### src/rtl/mem_access_unit.sv
// Initiator for a single-port data memory with one-cycle registered reads.
// Sequences LOAD/STORE/ADD/SWAP requests and returns exactly one response per request.
module mem_access_unit #(
  parameter int ADDR_W = 16,
  parameter int DATA_W = 32,
  parameter int DEPTH  = 16
) (
  input  logic              CLOCK_50,
  input  logic              RESET_n,
  input  logic              req_valid,
  output logic              req_ready,
  input  logic [1:0]        req_op,
  input  logic [ADDR_W-1:0] req_addr,
  input  logic [DATA_W-1:0] req_data,
  output logic              resp_valid,
  input  logic              resp_ready,
  output logic [DATA_W-1:0] resp_data,
  output logic              resp_fault,
  output logic [7:0]        fault_count,
  output logic [ADDR_W-1:0] Mem_addr,
  output logic [DATA_W-1:0] RF_Rd_data,
  output logic              CNTRL_write_en,
  input  logic [DATA_W-1:0] Mem_data
);

  typedef enum logic [2:0] {
    S_IDLE,
    S_ACCESS,
    S_CAPTURE,
    S_WRITE,
    S_RESP
  } state_t;

  localparam logic [1:0] OP_LOAD  = 2'b00;
  localparam logic [1:0] OP_STORE = 2'b01;
  localparam logic [1:0] OP_ADD   = 2'b10;

  // One extra bit so DEPTH itself is representable when it equals 2**ADDR_W.
  localparam logic [ADDR_W:0] DEPTH_L = (ADDR_W+1)'(DEPTH);

  state_t              r_state;
  logic [1:0]          r_op;
  logic [DATA_W-1:0]   r_data;
  logic [DATA_W-1:0]   r_old;
  logic                r_resp_valid;
  logic [DATA_W-1:0]   r_resp_data;
  logic                r_resp_fault;
  logic [7:0]          r_fault_count;
  logic [ADDR_W-1:0]   r_mem_addr;
  logic [DATA_W-1:0]   r_wr_data;
  logic                r_we;
  logic                w_addr_fault;

  function automatic logic [7:0] sat_inc8(input logic [7:0] v);
    return (v == 8'hFF) ? v : v + 8'd1;
  endfunction

  assign w_addr_fault = ({1'b0, req_addr} >= DEPTH_L);

  // Write enable is gated by reset so an aborted op can never write.
  assign CNTRL_write_en = r_we & RESET_n;
  assign req_ready      = (r_state == S_IDLE) & RESET_n;
  assign resp_valid     = r_resp_valid;
  assign resp_data      = r_resp_data;
  assign resp_fault     = r_resp_fault;
  assign fault_count    = r_fault_count;
  assign Mem_addr       = r_mem_addr;
  assign RF_Rd_data     = r_wr_data;

  always_ff @(posedge CLOCK_50) begin
    if (!RESET_n) begin
      r_state       <= S_IDLE;
      r_op          <= OP_LOAD;
      r_data        <= '0;
      r_old         <= '0;
      r_resp_valid  <= 1'b0;
      r_resp_data   <= '0;
      r_resp_fault  <= 1'b0;
      r_fault_count <= 8'd0;
      r_mem_addr    <= '0;
      r_wr_data     <= '0;
      r_we          <= 1'b0;
    end else begin
      case (r_state)
        S_IDLE: begin
          if (req_valid) begin
            r_op   <= req_op;
            r_data <= req_data;
            if (w_addr_fault) begin
              r_resp_valid  <= 1'b1;
              r_resp_data   <= '0;
              r_resp_fault  <= 1'b1;
              r_fault_count <= sat_inc8(r_fault_count);
              r_state       <= S_RESP;
            end else begin
              r_mem_addr   <= req_addr;
              r_resp_fault <= 1'b0;
              if (req_op == OP_STORE) begin
                r_we      <= 1'b1;
                r_wr_data <= req_data;
              end
              r_state <= S_ACCESS;
            end
          end
        end
        // ACCESS -> address on the bus; STOREs write at the end of this cycle
        S_ACCESS: begin
          r_we <= 1'b0;
          if (r_op == OP_STORE) begin
            r_resp_valid <= 1'b1;
            r_resp_data  <= '0;
            r_state      <= S_RESP;
          end else begin
            r_state <= S_CAPTURE;
          end
        end
        // CAPTURE -> registered read data is valid this cycle
        S_CAPTURE: begin
          r_old <= Mem_data;
          if (r_op == OP_LOAD) begin
            r_resp_valid <= 1'b1;
            r_resp_data  <= Mem_data;
            r_state      <= S_RESP;
          end else begin
            r_we      <= 1'b1;
            r_wr_data <= (r_op == OP_ADD) ? Mem_data + r_data : r_data;
            r_state   <= S_WRITE;
          end
        end
        // WRITE -> read-modify-write commit; returns the pre-update value
        S_WRITE: begin
          r_we         <= 1'b0;
          r_resp_valid <= 1'b1;
          r_resp_data  <= r_old;
          r_state      <= S_RESP;
        end
        S_RESP: begin
          if (resp_ready) begin
            r_resp_valid <= 1'b0;
            r_state      <= S_IDLE;
          end
        end
        default: r_state <= S_IDLE;
      endcase
    end
  end

endmodule

### config.mk
export PLATFORM = sky130hd
export DESIGN_NAME = mem_access_unit
export DESIGN_NICKNAME = d
export VERILOG_FILES = /design/src/rtl/mem_access_unit.sv
export SDC_FILE = /design/constraint.sdc
export NUM_CORES = 1
export LEC_CHECK = 0
export CAP_MARGIN = 10
export CORE_MARGIN = 2
export CORE_UTILIZATION = 52
export DETAILED_ROUTE_END_ITERATION = 16
export PLACE_DENSITY = 0.86
export SLEW_MARGIN = 20
export SYNTH_ARGS = -nofsm -noshare
export SYNTH_HDL_FRONTEND = slang
export SYNTH_SLANG_ARGS = --single-unit
### constraint.sdc
create_clock -name CLOCK_50 -period 4.3 [get_ports CLOCK_50]
set_input_delay 0.86 -clock CLOCK_50 [delete_from_list [all_inputs] [get_ports CLOCK_50]]
set_output_delay 0.86 -clock CLOCK_50 [all_outputs]
set_load 0.1 [all_outputs]
# Yosys cells after proc, flatten, opt, wreduce, memory -nomap -nowiden
# Cells that the tools add are included.
[op_classes]
add_sub_neg = 2
n_mul = 0
n_div = 0
n_lt_le_gt_ge = 1
eq_ne = 16
n_shift = 0
muxes = 29
n_bitwise = 4
reduce_logical = 15
[op_table]
columns = ["cell", "n"]
rows = [
  ["two-way mux 32 bit", 9],
  ["one-hot mux 32 bit (4 select lines)", 1],
  ["one-hot mux 32 bit (2 select lines)", 1],
  ["adder 32 bit", 1],
  [">= comparator 16 x 5 -> 1 bit (second input constant)", 1],
  ["two-way mux 3 bit", 5],
  ["one-hot mux 3 bit (5 select lines)", 1],
  ["AND reduction 5 bit", 3],
  ["inequality test 2 bit (second input constant)", 7],
  ["two-way mux 1 bit", 10],
  ["adder 8 x 1 -> 8 bit (second input constant)", 1],
  ["equality test 8 bit (second input constant)", 1],
  ["equality test 3 x 2 -> 1 bit (second input constant)", 2],
  ["AND reduction 6 bit", 1],
  ["one-hot mux 1 bit (5 select lines)", 1],
  ["nonzero test 5 bit", 1],
  ["equality test 2 x 1 -> 1 bit (second input constant)", 2],
  ["AND reduction 2 bit", 2],
  ["AND reduction 4 bit", 1],
  ["nonzero test 4 bit", 1],
  ["equality test 3 x 1 -> 1 bit (second input constant)", 1],
  ["equality test 3 bit (second input constant)", 1],
  ["zero test 3 bit", 1],
  ["one-hot mux 1 bit (3 select lines)", 1],
  ["other kinds (9)", 11],
]
[word_totals]
ff_bits = 160
latchBits = 0
ramBits = 0
rom_bits = 0
output_inout_bits = 92
wordCells = 78
n_memories = 0

# Logic depth before layout (Yosys ltp)
[depth]
ltp_word = 5
ltp_mapped = 10
depth_no_buf = 10

# Worst setup path before layout
# OpenSTA, ideal clock, no wires.
[synth_timing]
kind = "input-to-output"
from = "in RESET_n"
to = "out req_ready"
t_arrival_ps = 3759
slack_ps = -319
path_stages = 5
path_cell_list = "clkbuf_1 > clkinv_1 > clkbuf_1 > clkbuf_1 > nor3_1"
[synth_between]
elab_chain_len = 1
[synth_lines]
columns = ["item", "line", "text"]
rows = [
  ["start: declaration", "9", "input logic RESET_n,"],
  ["AND 1 bit", "62", "assign req_ready = (r_state == S_IDLE) & RESET_n;"],
  ["end: declaration", "11", "output logic req_ready,"],
]
# No other way between the ends.

# Worst setup path in the final report
[layout_timing]
from = "in Mem_data[0]"
to = "reg r_wr_data[26] (netlist: RF_Rd_data[26])"
[layout_between]
elab_chain_len = 4
[layout_lines]
columns = ["item", "line", "text"]
rows = [
  ["start: declaration", "23", "input logic [DATA_W-1:0] Mem_data"],
  ["adder 32 bit", "126", "r_wr_data <= (r_op == OP_ADD) ? Mem_data + r_data : r_data;"],
  ["two-way mux 32 bit", "126", ""],
  ["two-way mux 32 bit", "120", "if (r_op == OP_LOAD) begin"],
  ["one-hot mux 32 bit (2 select lines)", "84", "case (r_state)"],
  ["end signal: assignment", "100", "r_wr_data <= req_data;"],
  ["end signal: assignment", "126", ""],
  ["end: declaration", "50", "logic [DATA_W-1:0] r_wr_data;"],
]
# No other way between the ends. The select of a mux whose other input is x is not followed.
# A chain may end at the register's enable or synchronous reset.

==> results <==
- The run finished with clean final reports.
- The clock tree root driver cell is sky130_fd_sc_hd__clkbuf_16.
- The first element of the critical path is Mem_data[0].
- The first global-routing pass estimated 37650 µm of wire.
- The worst hold path class is reg2reg.
- The detail-routed via count per cell is 5.866.
- The number of enable-type register cells in the synthesized netlist is 0.
- The number of clock sinks seen by CTS is 160.
- Of the total power, the share spent switching nets is 29.49%.
- Setup repair after global routing left no endpoint under its margin.
- The kind of critical path is in2reg.
- The endpoint identified for the worst register-to-register timing path is RF_Rd_data[26].
- The number of register bits inferred by synthesis is 160.
- The top cell types in the final layout, fill and taps aside, are sky130_fd_sc_hd__nand2_1 (237), sky130_fd_sc_hd__clkdlybuf4s50_1 (175), sky130_fd_sc_hd__dfxtp_1 (160).
- The placement row count is 45.
- The HPWL reported at the end of detailed placement is 16210 µm.
- The clock tree from TritonCTS is done.
- The worst hold path begins at Mem_addr[0].
- The die area is 16690 µm².
- When the netlist entered floorplanning its net count stood at 1161.
- The starting density of the core is 53.40%.
- The number of different library cells used by synthesis comes to 67.
- The layout overhead on the synthesized area is 31.43%.
- The sequential group share of total power is 39.7%.
- The final layout contains 1296 nets.
- The filler cells instantiated in the layout total 1209.
- Hold repair after CTS inserted 0 buffers.
- In the routed design, unresolved DRC markers number 0.
- The sequential cells in the finished layout cover a total of 3203 µm².
- The portion of total power attributed to the clock network is 42.2%.
- The share of the core filled with cells is 70.18%.
- The final-report max-slew violation count is 0.
- The most common cell after layout, fill and taps aside is sky130_fd_sc_hd__nand2_1.
- The initial antenna violation count is 2.
- Global routing consumed, over all layers together, 28.27% of the routing resources.
- The tightest slew margin relative to the limit is 29.28%.
- The global routing usage on met3 is 7.102%.
- The global-route track usage on met1 is 36.78%.
- The fmax is 278.4 MHz.
- The first detailed-routing pass ran for 5 iterations.
- The worst-case IR drop observed on VDD is 305.7 µV.
- Cell internal power was estimated by the tool at 2.778 mW.
- Counting flops with an async set or reset pin after synthesis yields a share of 0%.
- The register clock-pin slew on the reported worst setup and hold paths is 0.07 ns.
- The number of CTS-inserted buffers is 17.
- The highest fanout seen on the critical path is 4.
- At the end of routability-driven placement, the weighted congestion stood at 0.9483.
- Dividing the detail-routed wire length by the instance count gives 16.84 µm.
- The static leakage is 3.998 nW.
- In this run the mean area of a mapped cell was 7.819 µm².
- In this run the power spent charging and discharging nets is 1.162 mW.
- Counting instances, the worst hold path has a depth of 2.
- The floorplan step set the die height to 129.2 µm.
- The count of input and output buffers is 177.
- In the final layout, the multi-input gates occupy 4642 µm².
- After technology mapping, the gate count stands at 1042.
- The number of primary I/O pins is 178.
- The sequential-to-total area share from yosys stat is 39.31%.
- The clock latency of the later-clocked register in the worst-skew pair is 0.44 ns.
- The final routed wirelength across all metal layers is 23610 µm.
- The setup slack on the worst flop-to-flop path is 1.27 ns.
- The count of endpoints failing hold in the final timing report is 0.
- The share of total power dissipated in combinational logic is 18.1%.
- The worst clock skew is 0.006499 ns.
- After clock tree synthesis, the setup repair step added 0 buffers.
- The remaining global-route overflow is 0.
- After global routing, the most crowded layer is met2.
- The max-cap check violation count is 0.
- The clock period could shrink to 3.592 ns.
- The path with the worst hold slack has its endpoint at Mem_addr[0].
- The count of cells resized by post-cts repair is 0.
- The number of cells on the worst reg-to-reg path is 10.
- The kind of start point of the critical path is a primary input.
- The maximum number of pins on one net before global-route repair is 72.
- The via count of the first global-routing pass is 7597.
- The first routing iteration left 643 violations.
- The post-route antenna net violation count is 0.
- The H-tree was split into 4 levels.
- The die outline width is 129.2 µm.
- The Yosys step of the flow raised 0 warnings.
- The cell area that synthesis handed to floorplanning was 8148 µm².
- In the synthesized netlist the dominant register cell turns out to be sky130_fd_sc_hd__dfxtp_1.
- The number of setup violations in the final report is 0.
- The routed via count is 8224.
- The post-route netlist has 5.798% of its cells at a drive strength greater than 1.
- In this run the power density over the cells is 367.8 nW/µm².
- The data arrival time of the worst path is 3.96 ns.
- The worst path required time is 4.67 ns.
- Global routing used 45.82% of the available met2 tracks.
- STA classifies the critical path endpoint as a flop.
- The period utilization is 83.54%.
- The aggregate negative setup slack is 0 ns.
- At the pin with the least slew margin, the transition time is 1.057 ns.
- The total area inside the core boundary comes to 15260 µm².
- The worst-case clock buffer depth is 2.
- The reg-to-reg startpoint is r_data[0].
==> flip-flops by register name, indices dropped and copies added (netlist names) <==
name         cells
resp_data       32
RF_Rd_data      32
r_we             1
Mem_addr        16
r_state          3
r_data          32
r_old           32
fault_count      8
resp_fault       1
r_op             2
resp_valid       1
==> power groups by stage <==
stage                     clock, mW  combinational (mW)  sequential, mW
after global routing           1.73               0.766            1.57
after CTS                      1.67               0.711            1.56
after floorplan                   0               0.315            1.76
final                          1.66               0.714            1.56
after global placement            0               0.698            1.59
after detailed placement          0               0.707            1.60
==> per-layer routing <==
layer	part of all wire (%)	routed length, µm
met1	42	9984
met2	47	11100
met3	8.1	1913
met4	2.5	596
met5	0.068	16
==> metrics by stage <==
stage	cell area (µm²)	hold WS [ns]	std cells	total power, mW	setup slack (ns)
5_1_grt	10710	0.4693	1401	4.067	0.5781
6_report	10710	0.4534	1402	3.939	0.7078
4_1_cts	10710	0.4549	1401	3.944	0.7829
3_3_place_gp	10060	0.4400	1369	2.291	0.3683
3_5_place_dp	10060	0.4465	1369	2.302	0.3414
2_1_floorplan	8153	0.4366	1042	2.076	0.5504
==> critical path: stages <==
cell and delay, ns:
sky130_fd_sc_hd__clkdlybuf4s50_1 0.43, sky130_fd_sc_hd__ha_1 0.25, sky130_fd_sc_hd__fa_1 0.42, sky130_fd_sc_hd__a21oi_1 0.20
sky130_fd_sc_hd__and4b_1 0.25, sky130_fd_sc_hd__o2111ai_1 0.40, sky130_fd_sc_hd__a31oi_1 0.19, sky130_fd_sc_hd__o21ba_2 0.26
sky130_fd_sc_hd__o211ai_1 0.18, sky130_fd_sc_hd__mux2_2 0.35, sky130_fd_sc_hd__a21oi_1 0.15
==> worst max-delay path by stage <==
stage | end | slack, ns | depth (start not counted)
2_1_floorplan | req_ready | 0.55 | 5
3_3_place_gp | RF_Rd_data[26] | 0.37 | 11
3_5_place_dp | RF_Rd_data[26] | 0.34 | 11
4_1_cts | RF_Rd_data[26] | 0.78 | 11
5_1_grt | RF_Rd_data[26] | 0.58 | 11
6_report | RF_Rd_data[26] | 0.71 | 11
==> final cells by class <==
| type | instances | share of cell area (%) |
|---|---|---|
| Multi-Input combinational cell | 796 | 43.35 |
| Sequential cell | 160 | 29.91 |
| Timing Repair Buffer | 195 | 17.99 |
| Clock buffer | 18 | 4.101 |
| Tap cell | 211 | 2.465 |
| Clock inverter | 14 | 1.904 |
| Inverter | 7 | 0.2570 |
| Antenna cell | 1 | 0.02337 |
==> synth_stat cells, types with 2 or more instances <==
cell type / number / share of area [%]
sky130_fd_sc_hd__a211o_1: 3 / 0.32
sky130_fd_sc_hd__a211oi_1: 8 / 0.74
sky130_fd_sc_hd__a21boi_0: 8 / 0.74
sky130_fd_sc_hd__a21o_1: 22 / 2.0
sky130_fd_sc_hd__a21oi_1: 114 / 7.0
sky130_fd_sc_hd__a221oi_1: 3 / 0.32
sky130_fd_sc_hd__a311oi_1: 39 / 4.2
sky130_fd_sc_hd__a31oi_1: 9 / 0.69
sky130_fd_sc_hd__a41oi_1: 3 / 0.32
sky130_fd_sc_hd__and2_1: 8 / 0.61
sky130_fd_sc_hd__and3_1: 20 / 1.5
sky130_fd_sc_hd__and4_1: 2 / 0.22
sky130_fd_sc_hd__buf_1: 5 / 0.23
sky130_fd_sc_hd__buf_2: 7 / 0.43
sky130_fd_sc_hd__buf_6: 2 / 0.28
sky130_fd_sc_hd__clkbuf_1: 65 / 3.0
sky130_fd_sc_hd__dfxtp_1: 160 / 39
sky130_fd_sc_hd__ha_1: 32 / 4.9
sky130_fd_sc_hd__inv_1: 6 / 0.28
sky130_fd_sc_hd__mux2i_1: 5 / 0.61
sky130_fd_sc_hd__nand2_1: 237 / 11
sky130_fd_sc_hd__nand2b_1: 6 / 0.46
sky130_fd_sc_hd__nand3_1: 23 / 1.4
sky130_fd_sc_hd__nand4_1: 9 / 0.69
sky130_fd_sc_hd__nor2_1: 79 / 3.6
sky130_fd_sc_hd__nor2b_1: 6 / 0.46
sky130_fd_sc_hd__nor3_1: 13 / 0.80
sky130_fd_sc_hd__nor3b_1: 2 / 0.18
sky130_fd_sc_hd__nor4_1: 7 / 0.54
sky130_fd_sc_hd__o2111ai_1: 2 / 0.22
sky130_fd_sc_hd__o211a_1: 3 / 0.37
sky130_fd_sc_hd__o211ai_1: 29 / 2.7
sky130_fd_sc_hd__o21ai_0: 31 / 1.9
sky130_fd_sc_hd__o21bai_1: 5 / 0.46
sky130_fd_sc_hd__o221ai_1: 2 / 0.22
sky130_fd_sc_hd__o311ai_0: 2 / 0.22
sky130_fd_sc_hd__o31ai_1: 2 / 0.18
sky130_fd_sc_hd__o41ai_1: 3 / 0.32
sky130_fd_sc_hd__or3_1: 10 / 0.77
sky130_fd_sc_hd__xnor2_1: 19 / 2.0
sky130_fd_sc_hd__xor2_1: 5 / 0.54
==> kinds of logic (layout without fill, tap and decap cells) <==
| family | after synthesis | after routing | share of synthesized area (%) |
|---|---|---|---|
| AND/OR/NAND/NOR | 429 | 429 | 23.22 |
| AO/OA/AOI/OAI | 304 | 304 | 24.72 |
| flip-flops | 160 | 160 | 39.31 |
| buffers and inverters | 86 | 234 | 4.254 |
| adder cells (fa/ha/maj) | 33 | 33 | 5.160 |
| XOR/XNOR | 24 | 24 | 2.580 |
| multiplexers | 6 | 6 | 0.7525 |
| other | 0 | 1 | 0 |
Power figures use the tool's default switching activity.
